`config.mk`:
```
export PLATFORM = sky130hd
export DESIGN_NAME = int_ext_arbiter
export DESIGN_NICKNAME = d
export VERILOG_FILES = /design/src/rtl/int_ext_arbiter.sv
export SDC_FILE = /design/constraint.sdc
export NUM_CORES = 1
export LEC_CHECK = 0
export BUFFER_PORTS_ARGS = -buffer_cell sky130_fd_sc_hd__buf_2
export CORE_AREA = 5 5 163 165
export DETAILED_ROUTE_END_ITERATION = 8
export DIE_AREA = 0 0 168 170
export GPL_TIMING_DRIVEN = 0
export SLEW_MARGIN = 20
export SYNTH_ARGS = -nofsm -noshare
export SYNTH_HDL_FRONTEND = slang
export SYNTH_SLANG_ARGS = --single-unit
```
`constraint.sdc`:
```
create_clock -name clk -period 3.8 [get_ports clk]
set_input_delay 0.76 -clock clk [delete_from_list [all_inputs] [get_ports clk]]
set_output_delay 0.76 -clock clk [all_outputs]
set_load 0.02 [all_outputs]
```
`src/rtl/int_ext_arbiter.sv`:
```
// Round-robin shared sign/zero-extension unit for integer literal producers.
// One registered result slot; widens 1/2/8/16/32/64-bit values to OW bits.
module int_ext_arbiter #(
    parameter int NREQ = 4,
    parameter int OW   = 128
) (
    input  logic                      clk,
    input  logic                      rst,
    input  logic [NREQ-1:0]           req_valid,
    output logic [NREQ-1:0]           req_ready,
    input  logic [NREQ*64-1:0]        req_data,
    input  logic [NREQ*3-1:0]         req_type,
    input  logic [NREQ-1:0]           req_signed,
    output logic                      out_valid,
    input  logic                      out_ready,
    output logic [OW-1:0]             out_data,
    output logic [$clog2(NREQ)-1:0]   out_src,
    output logic                      out_all_ones,
    output logic                      out_err,
    output logic [7:0]                err_count
);

    localparam int SW = $clog2(NREQ);

    typedef enum logic {EMPTY, FULL} state_t;

    state_t        state;
    logic [SW-1:0] ptr;
    logic [SW-1:0] grant;
    logic          found;
    logic          slot_free;
    logic          xfer;
    logic [63:0]   sel_data;
    logic [2:0]    sel_type;
    logic          sel_signed;
    logic [63:0]   lo_mask;
    logic          msb;
    logic          ext_err;
    logic          ext_ones;
    logic [OW-1:0] ext;

    assign slot_free = (state == EMPTY) || (out_ready && out_valid);

    // Scan from ptr upward, wrapping, for the first valid requester.
    always_comb begin
        found = 1'b0;
        grant = '0;
        for (int k = 0; k < NREQ; k++) begin
            if (!found && req_valid[(int'(ptr) + k) % NREQ]) begin
                found = 1'b1;
                grant = SW'((int'(ptr) + k) % NREQ);
            end
        end
    end

    always_comb begin
        req_ready = '0;
        if (!rst && slot_free && found)
            req_ready[grant] = 1'b1;
    end

    assign xfer       = |(req_valid & req_ready);
    assign sel_data   = req_data[64*grant +: 64];
    assign sel_type   = req_type[3*grant +: 3];
    assign sel_signed = req_signed[grant];

    always_comb begin
        lo_mask = '0;
        msb     = 1'b0;
        ext_err = 1'b0;
        unique case (sel_type)
            3'd0: begin lo_mask = 64'h1;                  msb = sel_data[0];  end
            3'd1: begin lo_mask = 64'h3;                  msb = sel_data[1];  end
            3'd2: begin lo_mask = 64'hFF;                 msb = sel_data[7];  end
            3'd3: begin lo_mask = 64'hFFFF;               msb = sel_data[15]; end
            3'd4: begin lo_mask = 64'hFFFF_FFFF;          msb = sel_data[31]; end
            3'd5: begin lo_mask = 64'hFFFF_FFFF_FFFF_FFFF; msb = sel_data[63]; end
            default: ext_err = 1'b1;
        endcase
        ext = OW'(sel_data & lo_mask);
        if (sel_signed && msb)
            ext = ext | ~OW'(lo_mask);
        ext_ones = !ext_err && (ext == '1);
    end

    always_ff @(posedge clk or posedge rst) begin
        if (rst) begin
            state        <= EMPTY;
            out_valid    <= 1'b0;
            out_data     <= '0;
            out_src      <= '0;
            out_all_ones <= 1'b0;
            out_err      <= 1'b0;
            err_count    <= '0;
            ptr          <= '0;
        end else if (xfer) begin
            state        <= FULL;
            out_valid    <= 1'b1;
            out_data     <= ext;
            out_src      <= grant;
            out_all_ones <= ext_ones;
            out_err      <= ext_err;
            ptr          <= (grant == SW'(NREQ-1)) ? '0 : grant + 1'b1;
            if (ext_err && err_count != 8'hFF)
                err_count <= err_count + 8'd1;
        end else if (out_valid && out_ready) begin
            state     <= EMPTY;
            out_valid <= 1'b0;
        end
    end

endmodule

```
==> out/qor.yml <==
clock_tree:
  postCtsSetupBuffers: 0
  htreeDepth: 3
  cts_buffer_depth: 2
  clock_latency_ns: 0.36
  cts_tree: "yes"
  path_clk_slew_ns: 0.07
  clock_sinks: 80
  cts-root-buf: "clkbuf_16"
  cts_buffers: 9
final_layout:
  layout_commonest_cell: "buf_2"
  fin_util_pct: 38.44
  layout_common_cells: "435 x buf_2, 157 x mux2i_1, 79 x dfrtp_1, 70 x nor2_1, 70 x buf_4"
  drive_above_1_share_pct: 51.47
  fin_nets: 1436
  fill_cells: 2567
  syn_to_final_growth_pct: 43.18
  regArea_um2: 2003
  multi_input_area_um2: 3897
critical_path:
  reg2reg_to: "out_all_ones"
  rrSetupSlack_ns: 0.23
  cp_max_fo: 10
  rr_startpoint: "ptr[1]"
  cp.arrival_ns: 3.91
  path_cells: "buf_2 -> nor2b_1 -> nor2b_1 -> nor3_2 -> buf_4 -> buf_2 -> mux2_2 -> or4_1 -> nor4b_1 -> o2111ai_1 -> o31ai_1"
  critical_path_buf_inv_count: 3
  crit_family: "simple AND/OR/NAND/NOR gates"
  end_kind: "flop"
  slowest_stage: "nor4b_1"
  worstSetupPathType: "input port to flop"
  cp_data_required_time_ns: 4.06
  worstRegToRegCells: 10
  startpoint_type: "input port"
  slowest_delay_ns: 0.61
global_routing:
  antenna_found_initial: 2
  grt_pass1_vias: 7091
  grt_max_degree: 43
  grt_usage_pct: 19.94
  grt_remaining_overflow: 0
  grt_pass1_wl_um: 43120
placement:
  pre_cts_ws_ns: -1.911
  dp_hpwl_um: 25190
  portBuffers: 423
  gp_congestion: 0.8930
route:
  ant_nets: 0
  drt_iter0_drc: 336
  viasPerCell: 4.705
  drc_errors: 0
  num_vias: 6996
  wire_per_inst_um: 20.21
  firstDrtPassIters: 4
  wl_um: 30050
floorplan:
  ios: 424
  die_x_um: 168
  rows: 58
  start_util_pct: 26.85
  die-area_um2: 28560
  die_h_um: 170
  coreArea_um2: 24890
synthesis:
  synth_area_leaders: "dfrtp_1 30%, mux2i_1 24%, buf_4 8.2%"
  netlist_instances: 720
  synth_area_per_cell_um2: 9.281
  synth-edff-count: 0
  netlist_area_um2: 6683
  ys_async_sr_fraction_pct: 100.0
  yosysTopAreaCellShare_pct: 29.96
  synth_ff_type: "dfrtp_1"
  yosysWarnings: 0
  ys_seq_elements: 80
  ys_seq_area_share_pct: 29.96
  synth.distinct_cells: 51
  yosys.area.top_type: "dfrtp_1"
  syn_nets: 1004
sta:
  setup_tns_ns: 0
  finalSetupViolCount: 0
  finalCritPeriodShare_pct: 95.98
  timing.final.ws_setup_ns: 0.1528
  relSlewSlack_pct: 44.72
  final-max-slew-violation-count: 0
  clock_skew_ns: 0.009849
  rsz0062_at_grt: "false"
  fin_crit_ns: 3.647
  hold_violations: 0
  tightest_slew_ns: 0.8256
  fmax_mhz: 274.2
job:
  maxCapViolCount: 0
power_and_ir_drop:
  ir_drop_mv: 0.4051
  power_density_nw_per_um2: 791.4
  p_leak_nw: 5.049
min_path:
  min_path_type: "input port to asynchronous set/reset pin"
run_status:
  status: "complete, no violations"
worst max-delay path by stage:
| stage | slack [ns] | cells past startpoint | end | start |
|---|---|---|---|---|
| 4_1_cts | 0.03 | 13 | out_data[34] | req_valid[0] |
| 2_1_floorplan | 0.07 | 15 | out_data[31] | req_valid[0] |
| 6_report | 0.15 | 11 | out_all_ones | req_valid[0] |
| 3_5_place_dp | -1.91 | 16 | out_data[34] | req_valid[0] |
| 3_3_place_gp | -1.91 | 16 | out_data[6] | req_valid[0] |
| 5_1_grt | 0.003 | 12 | out_data[34] | req_valid[0] |
flip-flops by register name, indices dropped and copies added, names as in the netlist:
| name | count |
|---|---|
| out_all_ones | 1 |
| out_src | 2 |
| out_data | 65 |
| out_err | 1 |
| ptr | 2 |
| state | 1 |
| err_count | 8 |
per-stage QoR:
stage | power (mW) | hold WS, ns | cell area [um2] | cells
3_5_place_dp | 6.744 | 0.4697 | 9256 | 1475
4_1_cts | 7.649 | 0.4850 | 9547 | 1486
6_report | 7.572 | 0.4818 | 9568 | 1487
5_1_grt | 8.068 | 0.5119 | 9568 | 1487
2_1_floorplan | 4.977 | 0.5396 | 6683 | 720
3_3_place_gp | 6.717 | 0.4614 | 9213 | 1473
where the power goes:
part	internal [mW]	switching, mW	total (mW)
Combinational	2.08	3.06	5.13
Sequential	1.26	0.264	1.52
Clock	0.524	0.390	0.915
logic make-up (layout without fill, tap and decap cells):
logic type,Yosys count,after routing,share of synthesized area (%)
other cells,0,1,0
simple gates,200,200,14.27
fa+ha+maj,5,5,0.9362
mux,202,202,31.10
flops,80,80,29.96
buf+inv,118,554,11.78
compound gates,108,108,11.05
xor+xnor,7,7,0.9174
routing by layer:
metal	global-route usage, %	vias to the layer above	wire (um)
met5	0	-	8
met4	5.963	2	695
li1	-	3390	-
met1	23.15	3230	11710
met3	5.459	33	2485
met2	35.92	341	15150
area by class of cell:
| class | instances | area share (%) |
|---|---|---|
| Multi-Input combinational cell | 522 | 40.73 |
| Timing Repair Buffer | 425 | 22.54 |
| Sequential cell | 80 | 20.94 |
| Buffer | 111 | 8.212 |
| Tap cell | 330 | 4.315 |
| Clock buffer | 10 | 2.498 |
| Clock inverter | 5 | 0.5885 |
| Inverter | 3 | 0.1438 |
| Antenna cell | 1 | 0.02615 |
Yosys cell counts (9+ instances only):
cell type  number
mux2i_1       157
dfrtp_1        80
buf_4          73
nor2_1         70
nand2_1        56
a31oi_1        53
mux2_2         45
clkbuf_1       19
or3_1          15
a21oi_1        14
buf_2          13
o21a_1         10
nand2b_1        9
worst reg2reg max path: stages, from the launching register on:
cell and delay (ns):
dfrtp_1 0.45, mux2i_1 0.14, and2_1 0.17, nor3_2 0.17, buf_4 0.27, buf_2 0.44, mux2_2 0.41, or4_1 0.39
nor4b_1 0.61, o2111ai_1 0.17, o31ai_1 0.25
timing repair:
item / CTS / global route
endpoints found under the hold margin: 0 / 0
endpoints found under the setup margin: 83 / 70
pin swaps: 0 / 0
hold buffers: 0 / 0
resized for setup: 11 / 8
No activity file was read; power rests on OpenSTA's default activity.
